**config.mk**
```make
export PLATFORM = sky130hd
export DESIGN_NAME = writeback
export DESIGN_NICKNAME = d
export VERILOG_FILES = /design/src/rtl/writeback.sv
export SDC_FILE = /design/constraint.sdc
export NUM_CORES = 1
export LEC_CHECK = 0
export BUFFER_PORTS_ARGS = -buffer_cell sky130_fd_sc_hd__buf_2
export CORE_MARGIN = 5
export CORE_UTILIZATION = 46
export DETAILED_ROUTE_END_ITERATION = 16
export GPL_TIMING_DRIVEN = 0
export HOLD_SLACK_MARGIN = 0.15
export PLACE_DENSITY = 0.82
export SLEW_MARGIN = 20
export SYNTH_ARGS = -nofsm -noshare
export SYNTH_HDL_FRONTEND = slang
export SYNTH_SLANG_ARGS = --single-unit
```
**constraint.sdc**
```tcl
create_clock -name clk -period 2.11 [get_ports clk]
set_input_delay 0.1055 -clock clk [delete_from_list [all_inputs] [get_ports clk]]
set_output_delay 0.1055 -clock clk [all_outputs]
set_load 0.01 [all_outputs]
```
**src/rtl/writeback.sv**
```systemverilog
// Writeback stage: retires ALU results and formats load data into a registered regfile write port.
// Optional bypass ports are enabled by defining WRITEBACK_FWD_EN.
module writeback #(
    parameter int unsigned WIDTH      = 32,
    parameter int unsigned ADDR_WIDTH = 5
) (
    input  logic                  clk,
    input  logic                  rst,
    input  logic                  in_valid,
    output logic                  in_ready,
    input  logic                  in_dest_en,
    input  logic [ADDR_WIDTH-1:0] in_dest_addr,
    input  logic [WIDTH-1:0]      in_result,
    input  logic                  in_is_load,
    input  logic [1:0]            in_load_size,
    input  logic                  in_load_unsigned,
    input  logic [1:0]            in_addr_lsb,
    input  logic                  mem_rvalid,
    input  logic [WIDTH-1:0]      mem_rdata,
    output logic                  dest_en,
    output logic [ADDR_WIDTH-1:0] dest_addr,
    output logic [WIDTH-1:0]      dest_data,
    output logic                  misalign_err,
    output logic                  fwd0_valid,
    output logic [ADDR_WIDTH-1:0] fwd0_addr,
    output logic [WIDTH-1:0]      fwd0_data,
    output logic                  fwd1_valid,
    output logic [ADDR_WIDTH-1:0] fwd1_addr,
    output logic [WIDTH-1:0]      fwd1_data
);

    typedef enum logic {StIdle, StWaitLoad} state_t;

    state_t                r_state, w_state_next;
    logic                  r_dest_en, w_dest_en_next;
    logic [ADDR_WIDTH-1:0] r_dest_addr, w_dest_addr_next;
    logic [WIDTH-1:0]      r_dest_data, w_dest_data_next;
    logic                  r_misalign, w_misalign_next;
    logic                  r_ld_en, w_ld_en_next;
    logic [ADDR_WIDTH-1:0] r_ld_addr, w_ld_addr_next;
    logic [1:0]            r_ld_size, w_ld_size_next;
    logic                  r_ld_unsigned, w_ld_unsigned_next;
    logic [1:0]            r_ld_lsb, w_ld_lsb_next;

    logic                  w_accept;
    logic                  w_misalign;
    logic                  w_wr_en;
    logic [7:0]            w_byte;
    logic [15:0]           w_half;
    logic [WIDTH-1:0]      w_load_data;

    assign in_ready = (r_state == StIdle) & ~rst;
    assign w_accept = in_valid & in_ready;
    assign w_wr_en  = in_dest_en & (in_dest_addr != '0);

    assign w_misalign = (in_load_size == 2'd3)
                      | ((in_load_size == 2'd1) & in_addr_lsb[0])
                      | ((in_load_size == 2'd2) & (in_addr_lsb != 2'd0));

    always_comb begin
        w_byte      = mem_rdata[{r_ld_lsb, 3'b000} +: 8];
        w_half      = mem_rdata[{r_ld_lsb[1], 4'b0000} +: 16];
        w_load_data = mem_rdata;
        case (r_ld_size)
            2'd0:    w_load_data = {{(WIDTH-8){~r_ld_unsigned & w_byte[7]}}, w_byte};
            2'd1:    w_load_data = {{(WIDTH-16){~r_ld_unsigned & w_half[15]}}, w_half};
            default: w_load_data = mem_rdata;
        endcase
    end

    always_comb begin
        w_state_next       = r_state;
        w_dest_en_next     = 1'b0;
        w_dest_addr_next   = r_dest_addr;
        w_dest_data_next   = r_dest_data;
        w_misalign_next    = 1'b0;
        w_ld_en_next       = r_ld_en;
        w_ld_addr_next     = r_ld_addr;
        w_ld_size_next     = r_ld_size;
        w_ld_unsigned_next = r_ld_unsigned;
        w_ld_lsb_next      = r_ld_lsb;
        unique case (r_state)
            StIdle: begin
                if (w_accept) begin
                    if (!in_is_load) begin
                        w_dest_en_next   = w_wr_en;
                        w_dest_addr_next = in_dest_addr;
                        w_dest_data_next = in_result;
                    end else if (w_misalign) begin
                        w_misalign_next = 1'b1;
                    end else begin
                        w_ld_en_next       = w_wr_en;
                        w_ld_addr_next     = in_dest_addr;
                        w_ld_size_next     = in_load_size;
                        w_ld_unsigned_next = in_load_unsigned;
                        w_ld_lsb_next      = in_addr_lsb;
                        w_state_next       = StWaitLoad;
                    end
                end
            end
            StWaitLoad: begin
                if (mem_rvalid) begin
                    w_dest_en_next   = r_ld_en;
                    w_dest_addr_next = r_ld_addr;
                    w_dest_data_next = w_load_data;
                    w_state_next     = StIdle;
                end
            end
        endcase
    end

    always_ff @(posedge clk) begin
        if (rst) begin
            r_state       <= StIdle;
            r_dest_en     <= 1'b0;
            r_dest_addr   <= '0;
            r_dest_data   <= '0;
            r_misalign    <= 1'b0;
            r_ld_en       <= 1'b0;
            r_ld_addr     <= '0;
            r_ld_size     <= 2'd0;
            r_ld_unsigned <= 1'b0;
            r_ld_lsb      <= 2'd0;
        end else begin
            r_state       <= w_state_next;
            r_dest_en     <= w_dest_en_next;
            r_dest_addr   <= w_dest_addr_next;
            r_dest_data   <= w_dest_data_next;
            r_misalign    <= w_misalign_next;
            r_ld_en       <= w_ld_en_next;
            r_ld_addr     <= w_ld_addr_next;
            r_ld_size     <= w_ld_size_next;
            r_ld_unsigned <= w_ld_unsigned_next;
            r_ld_lsb      <= w_ld_lsb_next;
        end
    end

    assign dest_en      = r_dest_en;
    assign dest_addr    = r_dest_addr;
    assign dest_data    = r_dest_data;
    assign misalign_err = r_misalign;

`ifdef WRITEBACK_FWD_EN
    logic                  r_fwd1_valid;
    logic [ADDR_WIDTH-1:0] r_fwd1_addr;
    logic [WIDTH-1:0]      r_fwd1_data;

    // fwd1 delays the write port one cycle to cover the regfile read latency.
    always_ff @(posedge clk) begin
        if (rst) begin
            r_fwd1_valid <= 1'b0;
            r_fwd1_addr  <= '0;
            r_fwd1_data  <= '0;
        end else begin
            r_fwd1_valid <= r_dest_en;
            r_fwd1_addr  <= r_dest_addr;
            r_fwd1_data  <= r_dest_data;
        end
    end

    assign fwd0_valid = r_dest_en;
    assign fwd0_addr  = r_dest_addr;
    assign fwd0_data  = r_dest_data;
    assign fwd1_valid = r_fwd1_valid;
    assign fwd1_addr  = r_fwd1_addr;
    assign fwd1_data  = r_fwd1_data;
`else
    assign fwd0_valid = 1'b0;
    assign fwd0_addr  = '0;
    assign fwd0_data  = '0;
    assign fwd1_valid = 1'b0;
    assign fwd1_addr  = '0;
    assign fwd1_data  = '0;
`endif

endmodule
```
==> results of run 1 <==
==> metrics by stage <==
step                      area (um^2)  setup WS, ns  util (%)  hold WS, ns
after floorplan                  3950         0.347         -        0.253
after global placement           4660         0.103      60.3        0.366
after detailed placement         4660        0.0184      60.3        0.389
after CTS                        4880        0.0679      63.2        0.174
after global routing             4900        0.0357      63.4        0.188
final                            4900         0.214      63.4        0.178
==> critical path, stage by stage, from the launching register on <==
cell and delay [ns]:
dfxtp_1 0.31, buf_2 0.19, clkbuf_1 0.33, clkbuf_1 0.43
nor2_1 0.13, a211oi_1 0.28, o31ai_1 0.10
==> timing repair <==
| item | CTS | global route |
|---|---|---|
| buffers inserted | 0 | 2 |
| pin swaps | 1 | 1 |
| hold buffers | 12 | 0 |
| resized for setup | 0 | 1 |
| endpoints found under the setup margin | 4 | 17 |
| endpoints found under the hold margin | 14 | 0 |
| gates cloned | 0 | 0 |
==> sequential cells by signal, indices dropped and copies added (netlist names) <==
| name | flops |
|---|---|
| dest_data | 32 |
| misalign_err | 1 |
| dest_en | 1 |
| dest_addr | 5 |
| r_state | 1 |
| r_ld_size | 2 |
| r_ld_en | 1 |
| r_ld_unsigned | 1 |
| r_ld_lsb | 2 |
| r_ld_addr | 5 |
==> power breakdown <==
part	internal, mW	switching, mW
clock network	0.247	0.380
registers	1.01	0.0268
logic	0.310	0.359
total	1.57	0.766
==> cell usage in the layout (no fill, tap or decap), types with 2 or more instances in the layout <==
master	instances
nand2b_1	9
a21oi_1	13
mux2_4	2
and2_1	2
a211oi_1	14
mux2_2	7
conb_1	76
o21ai_0	19
nand3b_1	2
a31o_1	2
nor3_1	2
a221oi_2	7
o221ai_1	7
a22oi_1	8
inv_1	16
a222oi_1	7
buf_2	128
a32o_1	16
o21a_1	2
nor2_2	2
nor2_1	36
a311oi_1	7
nor2b_1	3
o21ai_1	7
a31oi_1	16
nand3_1	12
mux2i_1	5
nor3b_1	2
buf_6	2
buf_4	79
nand2_1	48
clkbuf_8	5
and2b_1	4
dlygate4sd3_1	12
clkbuf_1	18
buf_1	4
dfxtp_1	51
clkinv_4	2
==> cell families after synthesis <==
group	share of synthesized area, %
AOI/OAI and AO/OA	29.2
buffers and inverters	21.7
DFF	27.9
muxes	4.34
other	0.102
and+or+nand+nor	16.8
==> worst max-delay path by stage <==
stage          cells past startpoint             to          from  slack, ns
2_1_floorplan                      5  dest_data[10]   r_ld_lsb[1]       0.35
3_3_place_gp                       4   dest_data[9]       r_state       0.10
3_5_place_dp                       4   dest_data[9]       r_state       0.02
4_1_cts                            4   dest_data[9]       r_state       0.07
5_1_grt                            6  dest_data[22]  r_ld_size[1]       0.04
6_report                           6   dest_data[7]  r_ld_size[1]       0.21
==> layer usage <==
layer	track usage, %	wire, um	vias to the layer above
li1	-	-	1932
met1	26.6	4330	1828
met2	41.7	6150	234
met3	5.61	1190	40
met4	9.87	365	0
met5	0	0	-
==> layout make-up <==
type,count,area [um^2]
buffer,111,733
clock buffer,5,68.8
clock inverter,3,28.8
fill,697,2830
inverter,16,60.1
multi-input combinational,354,2130
sequential,51,1020
tap,102,128
timing repair buffer,132,726
==> impl_summary.log, run 1 <==
INFO  metric synth_top_area_share = 27.9%
INFO  metric final_nets = 751
INFO  metric ys.flop_type = dfxtp_1
INFO  metric synth-seq-cells = 51
INFO  metric h-tree-depth = 2
INFO  metric yosysWarningCount = 0
INFO  metric synthCells = 457
INFO  metric antenna_found_initial = 0
INFO  metric clock-sinks = 51
INFO  metric static-leakage-power = 2.31 nW
INFO  metric row_count = 32
INFO  metric gr-usage-all-layers = 23.4%
INFO  metric first_global_vias = 3895
INFO  metric die_width = 99.2 um
INFO  metric detailedRoute.firstIterationViolations = 303
INFO  metric r2r.worst_path.cells = 6
INFO  metric worst_ep_arrival_time = 2.10 ns
INFO  metric ctsLongestPathBuffers = 2
INFO  metric dieHeight = 99.2 um
INFO  metric routed-via-count = 4034
INFO  metric r2r-end = dest_data[7]
INFO  metric worstHoldPathType = input port to flop
INFO  metric synth_area_per_cell = 8.02 um^2
INFO  metric antenna-diode-count = 0
INFO  metric final.setup_skew = 0.00708 ns
INFO  metric crit_path_start_kind = flop
INFO  metric outcome = completed
INFO  metric post_route_cells_drive_above_1_share = 35.9%
INFO  metric wl = 12.0 mm
INFO  metric timing.hold.worst.start = mem_rdata[21]
INFO  metric synth_edf_count = 0
INFO  metric fin_total_pwr = 2.33 mW
INFO  metric maxSlewHeadroom = 52.0%
INFO  metric drc = 0
INFO  metric tritoncts.num_buffers = 5
INFO  metric min_delay_path_depth = 4
INFO  metric portBuffers = 118
INFO  metric endpoint_kind = flop
INFO  metric cp_data_required_time = 2.32 ns
INFO  metric gr-total-overflow = 0
INFO  metric setup_violations = 0
INFO  metric instances_no_fill = 774
INFO  metric timing_hold_violations_final = 0
INFO  metric layout_min_cycle_time = 1.90 ns
INFO  metric placed_cells_incl_taps = 752
INFO  metric grt_max_degree = 19
INFO  metric clockRootBuffer = clkbuf_8
INFO  metric clock_latency = 0.32 ns
INFO  metric tns = 0 ns
INFO  metric synth_seq_area_share = 27.9%
INFO  metric route.antenna.remaining_nets = 0
INFO  metric reg2reg_setup_slack = 0.21 ns
INFO  metric count_of_max_cap_constraint_violations = 0
INFO  metric cts.clk_slew.worst_paths = 0.11 ns
INFO  metric crit-reg2reg-launch = r_ld_size[1]
INFO  metric area_growth = 33.7%
INFO  metric worst_tran_pin_value = 0.720 ns
INFO  metric maxClockFrequency = 0.527 GHz
INFO  metric detailedPlacementHpwl = 9.45 mm
INFO  metric synth_top_cells_by_area = dfxtp_1 (28%), buf_4 (16%), nand2_1 (4.9%)
INFO  metric hold-path-endpoint = dest_data[21]
INFO  metric detail_route.first_pass.iterations = 7
INFO  metric die-area = 9850 um^2
INFO  metric wire_length_of_the_first_global_routing_pass = 18.9 mm
INFO  metric path_max_fanout = 10
INFO  metric most_frequent_cells_after_synthesis = buf_4 (77), dfxtp_1 (51), nand2_1 (48), nor2_1 (37), o21ai_0 (19)
INFO  metric place.gp.congestion = 0.906
INFO  metric ys_async_sr_fraction = 0%
INFO  metric power_density = 476 nW/um^2
INFO  metric critical_path_class = flop to flop
INFO  metric synth.lib_cells_used.distinct = 52
INFO  metric floorplan.initialDensity = 47.4%
INFO  metric detail_route.vias_per_cell = 5.21
INFO  metric synth.most_common_cell = buf_4
INFO  metric post_synth_instance_area = 3660 um^2
INFO  metric cts_tree = built
INFO  metric core-area = 7730 um^2
INFO  metric num_io_pins = 196
INFO  metric timing.final.crit_share = 89.9%
INFO  metric peakVddDrop = 0.000348 V
INFO  metric rsz0062_at_grt = false
INFO  metric avgRoutedWirePerCell = 15.5 um
INFO  metric report.final.slew_viol_count = 0
INFO  metric yosys.area.top_type = dfxtp_1
(Power assumes the default switching activity.)
==> run 2: changes to the inputs <==
--- a/config.mk
+++ b/config.mk
@@ -8,10 +8,11 @@
 export BUFFER_PORTS_ARGS = -buffer_cell sky130_fd_sc_hd__buf_2
 export CORE_MARGIN = 5
 export CORE_UTILIZATION = 46
+export CTS_CLUSTER_DIAMETER = 200
 export DETAILED_ROUTE_END_ITERATION = 16
 export GPL_TIMING_DRIVEN = 0
 export HOLD_SLACK_MARGIN = 0.15
-export PLACE_DENSITY = 0.82
+export PLACE_DENSITY = 0.92
 export SLEW_MARGIN = 20
 export SYNTH_ARGS = -nofsm -noshare
 export SYNTH_HDL_FRONTEND = slang
==> run 2 against run 1 <==
Sequential share of layout area grew 0.096 points. Utilization shrank 0.29 points. Worst hold slack gained 0.012 ns. Worst setup slack lost 0.077 ns. Clock skew is essentially flat. Clock power shrank 10%. Sequential power is essentially flat. Global-route usage shrank 0.095 points. Critical path depth grew 1. Power shrank 2.8%. Cell count shrank 0.13%. Critical endpoint is now dest_data[5]. Largest power group unchanged.
==> impl_summary.log, run 2 (synthesis gave the netlist of run 1 again) <==
INFO  metric largest_register_ffs = 32 (unchanged)
INFO  metric detailedPlacementHpwl = 9.84 mm (+4.2%)
INFO  metric worstHoldPathType = input port to flop
INFO  metric tritoncts.num_buffers = 5 (unchanged)
INFO  metric worst_path_max_delay_cell = a222oi_1
INFO  metric clockRootBuffer = clkbuf_8
INFO  metric detail_route.first_pass.iterations = 8 (+1)
INFO  metric critical-path-top-delay-family = compound AO/OA/AOI/OAI gates
INFO  metric dpl_cell_area = 4660 um^2 (unchanged)
INFO  metric clock_latency = 0.31 ns (about the same)
INFO  metric use_met2 = 41.0% (-0.67 points)
INFO  metric count_of_max_cap_constraint_violations = 0 (unchanged)
INFO  metric final_nets = 750 (-0.13%)
INFO  metric outcome = completed
INFO  metric wl = 12.2 mm (+1.4%)
INFO  metric finalInstanceArea = 4880 um^2 (-0.46%)
INFO  metric h-tree-depth = 2 (unchanged)
INFO  metric final.setup_skew = 0.00722 ns (+0.000144 ns)
INFO  metric detailedRoute.firstIterationViolations = 350 (+16%)
INFO  metric row_count = 32 (unchanged)
INFO  metric hold_ws = 0.190 ns (+0.0120 ns)
INFO  metric dieHeight = 99.2 um (unchanged)
INFO  metric num_io_pins = 196 (unchanged)
INFO  metric avgRoutedWirePerCell = 15.8 um (+1.5%)
INFO  metric first_global_vias = 3974 (+2.0%)
INFO  metric n_fill_cell = 683 (-2.0%)
INFO  metric r2r.worst_path.cells = 7 (+1)
INFO  metric area_growth = 33.1%
INFO  metric r2r-end = dest_data[5]
INFO  metric cts_repair_resize_count = 0 (unchanged)
INFO  metric gr-total-overflow = 0 (unchanged)
INFO  metric setup_violations = 0 (unchanged)
INFO  metric cts.clk_slew.worst_paths = 0.10 ns (about the same)
INFO  metric endpoint_kind = flop
INFO  metric tns = 0 ns (unchanged)
INFO  metric antenna_found_initial = 0 (unchanged)
INFO  metric post_route_cells_drive_above_1_share = 35.5% (-0.39 points)
INFO  metric report.final.slew_viol_count = 0 (unchanged)
INFO  metric wire_length_of_the_first_global_routing_pass = 19.0 mm (+0.44%)
INFO  metric clock-sinks = 51 (unchanged)
INFO  metric critical-path-max-stage-delay = 0.38 ns (-0.05 ns)
INFO  metric crit_top_cell = buf_2
INFO  metric layout.cells.most_common = buf_2
INFO  metric maxClockFrequency = 0.507 GHz (-3.9%)
INFO  metric die-area = 9850 um^2 (unchanged)
INFO  metric crit_path_start_kind = flop
INFO  metric crit-reg2reg-launch = r_ld_size[0]
INFO  metric final_setup_margin = 0.137 ns (-0.0772 ns)
INFO  metric highest_count_cells_in_the_layout_ignoring_fill_and_taps = buf_2 (128), buf_4 (78), conb_1 (76)
INFO  metric globalRouteMet3Util = 6.31% (+0.70 points)
INFO  metric cell_chain_of_the_critical_path = buf_2 > nand2b_1 > buf_2 > buf_2 > a222oi_1 > o21ai_1 > a311oi_1
INFO  metric power_density = 465 nW/um^2 (-2.3%)
INFO  metric path_buf_inv = 3 (unchanged)
INFO  metric timing_hold_violations_final = 0 (unchanged)
INFO  metric worst_tran_pin_value = 0.706 ns (-0.0141 ns)
INFO  metric gr-usage-all-layers = 23.3% (-0.095 points)
INFO  metric post-place-ws = 0.0134 ns (-0.00498 ns)
INFO  metric place.gp.congestion = 0.894 (-1.3%)
INFO  metric final_core_utilization = 63.1% (-0.29 points)
INFO  metric route.antenna.remaining_nets = 0 (unchanged)
INFO  metric gr-max-usage-layer = met2
INFO  metric cts_tree = built
INFO  metric rsz0062_at_grt = false
INFO  metric antenna-diode-count = 0 (unchanged)
INFO  metric critical_path_class = flop to flop
INFO  metric timing.hold.worst.start = in_result[4]
INFO  metric grt_max_degree = 16 (-3)
INFO  metric die_width = 99.2 um (unchanged)
INFO  metric path_max_fanout = 10 (unchanged)
INFO  metric cp_data_required_time = 2.31 ns (about the same)
INFO  metric groute.layer.met1.usage = 27.3% (+0.71 points)
INFO  metric worst_ep_arrival_time = 2.18 ns (+0.08 ns)
INFO  metric peakVddDrop = 0.000346 V (-0.49%)
INFO  metric core-area = 7730 um^2 (unchanged)
INFO  metric detail_route.vias_per_cell = 5.18 (-0.52%)
INFO  metric hold-path-endpoint = dest_data[4]
INFO  metric reg2reg_setup_slack = 0.14 ns (-0.08 ns)
INFO  metric maxSlewHeadroom = 52.8% (+0.81 points)
INFO  metric floorplan.initialDensity = 47.4% (unchanged)
INFO  metric ctsLongestPathBuffers = 2 (unchanged)
INFO  metric timing.final.crit_share = 93.5% (+3.7 points)
INFO  metric drc = 0 (unchanged)
INFO  metric min_delay_path_depth = 3 (-1)
INFO  metric static-leakage-power = 2.30 nW (-0.59%)
INFO  metric routed-via-count = 4008 (-0.64%)
INFO  metric layout_min_cycle_time = 1.97 ns (+0.0772 ns)
INFO  metric portBuffers = 118 (unchanged)
[run 2: area by class of cell]
cell class | instances | area (um^2) | share of cell area [%]
multi-input cells | 354 | 2130 | 43.7
flip-flops and latches | 51 | 1020 | 20.9
clock buffers | 6 | 72.6 | 1.49
well taps | 102 | 128 | 2.62
clock inverters | 2 | 12.5 | 0.257
inverters | 16 | 60.1 | 1.23
plain buffers | 111 | 733 | 15.0
repair buffers | 131 | 718 | 14.7
[run 2: timing repair]
item | CTS | global route
buffers inserted | 0 | 1
hold buffers | 12 | 0
setup endpoints to repair | 0 | 7
hold endpoints to repair | 12 | 0
[run 2: report_power, final]
group          switching (mW)  internal (mW)  leakage (nW)
sequential             0.0278           1.01         0.416
clock                   0.330          0.233        0.0412
combinational           0.359          0.308          1.84
[run 2: per-stage QoR]
step	std cells	total power, mW
finish	773	2.27
global route	773	2.37
floorplan	532	1.48
detailed placement	752	1.69
CTS	772	2.27
global placement	752	1.68
[run 2: metal layers]
| layer | up-vias | routed length [um] |
|---|---|---|
| met1 | 1801 | 4540 |
| met5 | - | 0 |
| li1 | 1924 | - |
| met4 | 0 | 333 |
| met3 | 38 | 1260 |
| met2 | 245 | 6060 |
[run 2: worst max-delay path by stage]
| stage | startpoint | to | depth (start not counted) | slack [ns] |
|---|---|---|---|---|
| 6_report | r_ld_size[0] | dest_data[5] | 7 | 0.14 |
| 5_1_grt | r_state | dest_data[18] | 6 | 0.01 |
| 4_1_cts | r_state | dest_data[11] | 4 | 0.002 |
| 3_5_place_dp | r_state | dest_data[13] | 4 | 0.01 |
| 3_3_place_gp | r_state | dest_data[9] | 4 | 0.12 |
| 2_1_floorplan | r_ld_lsb[1] | dest_data[10] | 5 | 0.35 |
[run 2: worst register-to-register path, delay by kind of cell, from the launching register on]
family / cells / cell delay, ns
compound gates: 3 / 0.90
buf+inv: 3 / 0.53
flops: 1 / 0.31
simple gates: 1 / 0.14
==> run 3: changes to the inputs <==
--- a/config.mk
+++ b/config.mk
@@ -5,14 +5,15 @@
 export SDC_FILE = /design/constraint.sdc
 export NUM_CORES = 1
 export LEC_CHECK = 0
+export ABC_AREA = 1
 export BUFFER_PORTS_ARGS = -buffer_cell sky130_fd_sc_hd__buf_2
 export CORE_MARGIN = 5
-export CORE_UTILIZATION = 46
+export CORE_UTILIZATION = 44
 export CTS_CLUSTER_DIAMETER = 200
 export DETAILED_ROUTE_END_ITERATION = 16
 export GPL_TIMING_DRIVEN = 0
 export HOLD_SLACK_MARGIN = 0.15
-export PLACE_DENSITY = 0.92
+export PLACE_DENSITY = 0.91
 export SLEW_MARGIN = 20
 export SYNTH_ARGS = -nofsm -noshare
 export SYNTH_HDL_FRONTEND = slang
==> run 3 against run 2 <==
Critical path depth rose by 1. Critical path type is now input port to flop. First-iteration DRC count fell by 0.57%. Routed wire length rose by 2.9%. Worst setup slack got worse by 0.064 ns. Die area fell by 3.6%. Maximum frequency fell by 3.2%. Sequential share of layout area fell by 0.23 points. Critical endpoint is now dest_en.
==> impl_summary.log, run 3 <==
INFO  metric static-leakage-power = 2.64 nW (+15%)
INFO  metric ys_async_sr_fraction = 0% (unchanged)
INFO  metric die_width = 97.4 um (-1.8%)
INFO  metric synth_edf_count = 0 (unchanged)
INFO  metric synthCells = 500 (+9.4%)
INFO  metric setup_violations = 0 (unchanged)
INFO  metric instances_no_fill = 846 (+9.4%)
INFO  metric post_synth_instance_area = 3360 um^2 (-8.2%)
INFO  metric antenna_found_initial = 0 (unchanged)
INFO  metric cell_chain_of_the_critical_path = dlygate4sd3_1 > buf_2 > o21ai_2 > inv_1 > nand4_1 > dlygate4sd3_1 > a21oi_1 > dlygate4sd3_1
INFO  metric synth_top_cells_by_area = dfxtp_1 (30%), buf_4 (17%), a21oi_1 (12%)
INFO  metric synth_area_per_cell = 6.73 um^2 (-16%)
INFO  metric critical-path-max-stage-delay = 0.55 ns (+0.17 ns)
INFO  metric antenna-diode-count = 0 (unchanged)
INFO  metric portBuffers = 118 (unchanged)
INFO  metric largest_register_ffs = 32 (unchanged)
INFO  metric synth-seq-cells = 51 (unchanged)
INFO  metric critical_path_class = input port to flop
INFO  metric gr-usage-all-layers = 25.4% (+2.1 points)
INFO  metric detail_route.first_pass.iterations = 6 (-2)
INFO  metric detailedRoute.firstIterationViolations = 348 (-0.57%)
INFO  metric tns = 0 ns (unchanged)
INFO  metric ys.flop_type = dfxtp_1
INFO  metric routed-via-count = 4072 (+1.6%)
INFO  metric area_used_by_multi_input_combinational_logic = 1840 um^2 (-14%)
INFO  metric detailedPlacementHpwl = 9.15 mm (-7.0%)
INFO  metric synth_top_area_share = 30.4% (+2.5 points)
INFO  metric grt_max_degree = 19 (+3)
INFO  metric first_global_vias = 3906 (-1.7%)
INFO  metric clock_latency = 0.33 ns (+0.02 ns)
INFO  metric most_frequent_cells_after_synthesis = nand2_1 (105), a21oi_1 (80), buf_4 (78), o21ai_0 (61), dfxtp_1 (51)
INFO  metric endpoint_kind = flop
INFO  metric worstHoldPathType = input port to flop
INFO  metric dieHeight = 97.4 um (-1.8%)
INFO  metric layout.cells.most_common = buf_2
INFO  metric wl = 12.5 mm (+2.9%)
INFO  metric placed_cells_incl_taps = 792 (+5.3%)
INFO  metric detail_route.vias_per_cell = 4.81 (-7.2%)
INFO  metric outcome = completed
INFO  metric highest_count_cells_in_the_layout_ignoring_fill_and_taps = buf_2 (127), nand2_1 (105), buf_4 (81)
INFO  metric avgRoutedWirePerCell = 14.8 um (-6.0%)
INFO  metric worst_path_max_delay_cell = dlygate4sd3_1
INFO  metric wire_length_of_the_first_global_routing_pass = 19.8 mm (+4.5%)
INFO  metric cts_tree = built
INFO  metric worst_tran_pin_value = 0.575 ns (-0.131 ns)
INFO  metric core-area = 7330 um^2 (-5.1%)
INFO  metric cts.clk_slew.worst_paths = 0.11 ns (about the same)
INFO  metric synth.most_common_cell = nand2_1
INFO  metric area_growth = 46.9%
INFO  metric path_max_fanout = 3 (-7)
INFO  metric peakVddDrop = 0.000347 V (+0.30%)
INFO  metric crit_top_cell = dlygate4sd3_1
INFO  metric area.sequential = 1020 um^2 (+0.24%)
INFO  metric gr-total-overflow = 0 (unchanged)
INFO  metric place.gp.congestion = 0.983 (+10%)
INFO  metric n_fill_cell = 642 (-6.0%)
INFO  metric clock-sinks = 51 (unchanged)
INFO  metric layout_min_cycle_time = 2.04 ns (+0.0642 ns)
INFO  metric timing.final.crit_share = 96.6% (+3.0 points)
INFO  metric crit_path_start_kind = input port
INFO  metric cp_data_required_time = 2.33 ns (+0.02 ns)
INFO  metric final_nets = 826 (+10%)
INFO  metric yosys.area.top_type = dfxtp_1
INFO  metric tritoncts.num_buffers = 5 (unchanged)
INFO  metric floorplan.initialDensity = 45.9% (-1.5 points)
INFO  metric yosysWarningCount = 0 (unchanged)
INFO  metric num_io_pins = 196 (unchanged)
INFO  metric final.setup_skew = 0.0158 ns (+0.00858 ns)
INFO  metric die-area = 9490 um^2 (-3.6%)
INFO  metric synth.lib_cells_used.distinct = 24 (-54%)
INFO  metric h-tree-depth = 2 (unchanged)
INFO  metric drc = 0 (unchanged)
INFO  metric power_density = 491 nW/um^2 (+5.5%)
INFO  metric worst_ep_arrival_time = 2.26 ns (+0.08 ns)
INFO  metric route.antenna.remaining_nets = 0 (unchanged)
INFO  metric post_route_cells_drive_above_1_share = 33.7% (-1.7 points)
INFO  metric ctsLongestPathBuffers = 2 (unchanged)
INFO  metric clockRootBuffer = clkbuf_8
INFO  metric timing_hold_violations_final = 0 (unchanged)
INFO  metric synth_seq_area_share = 30.4% (+2.5 points)
INFO  metric count_of_max_cap_constraint_violations = 0 (unchanged)
INFO  metric report.final.slew_viol_count = 0 (unchanged)
INFO  metric row_count = 31 (-3.1%)
INFO  metric maxSlewHeadroom = 61.7% (+8.9 points)
INFO  metric maxClockFrequency = 0.491 GHz (-3.2%)
## run 3: kinds of logic after synthesis
| family | after synthesis | share of synthesized area, % |
|---|---|---|
| other | 1 | 0.112 |
| flip-flops | 51 | 30.4 |
| buffers and inverters | 124 | 23.4 |
| AO/OA/AOI/OAI | 153 | 23.7 |
| AND/OR/NAND/NOR | 171 | 22.5 |
## run 3: cell type report
class	instances	area share, %
multi-input combinational	400	37.3
timing repair buffer	165	21.5
sequential	51	20.7
buffer	104	14.5
tap	99	2.51
inverter	19	1.49
clock buffer	5	1.39
clock inverter	3	0.557
## run 3: metal layers
layer / wire length [um] / GRT usage, % / up-vias
met2: 5940 / 43.0 / 246
met4: 421 / 10.4 / 0
met3: 1330 / 6.17 / 42
met5: 0 / 0 / -
li1: - / - / 2004
met1: 4850 / 30.7 / 1780
## run 3: path summary, 6_finish.rpt
| path | start | to | slack (ns) | cells after the start |
|---|---|---|---|---|
| min | in_result[21] | dest_data[21] | 0.15 | 4 |
| max reg2reg | r_state | dest_data[9] | 0.13 | 8 |
| max | in_dest_addr[4] | dest_en | 0.07 | 8 |
| min reg2reg | dest_data[1] | dest_data[1] | 0.47 | 2 |
## run 3: through the flow
stage	hold slack (ns)	power, mW	area, um^2	setup WS [ns]	utilization, %
5_1_grt	0.163	2.55	4940	-0.00211	67.4
6_report	0.152	2.42	4940	0.0727	67.4
3_5_place_dp	0.401	1.72	4360	0.541	59.5
3_3_place_gp	0.387	1.71	4360	0.562	59.5
2_1_floorplan	0.265	1.51	3640	0.782	-
4_1_cts	0.152	2.40	4890	0.0342	66.6
## run 3: critical path: cells and delay by family
family                 cells  cell delay [ns]
AOI/OAI and AO/OA          2             0.19
and+or+nand+nor            1             0.08
buffers and inverters      5             1.87
## run 3: timing repair
| action | CTS | global route |
|---|---|---|
| hold buffers | 43 | 0 |
| hold endpoints to repair | 46 | 0 |
| endpoints found under the setup margin | 0 | 2 |
| resized for setup | 0 | 11 |
| buffers inserted | 0 | 4 |
## run 3: power by group
part	internal, mW	total, mW	switching (mW)
Combinational	0.352	0.751	0.400
Sequential	1.02	1.05	0.0326
Clock	0.244	0.620	0.376
Total	1.62	2.42	0.808
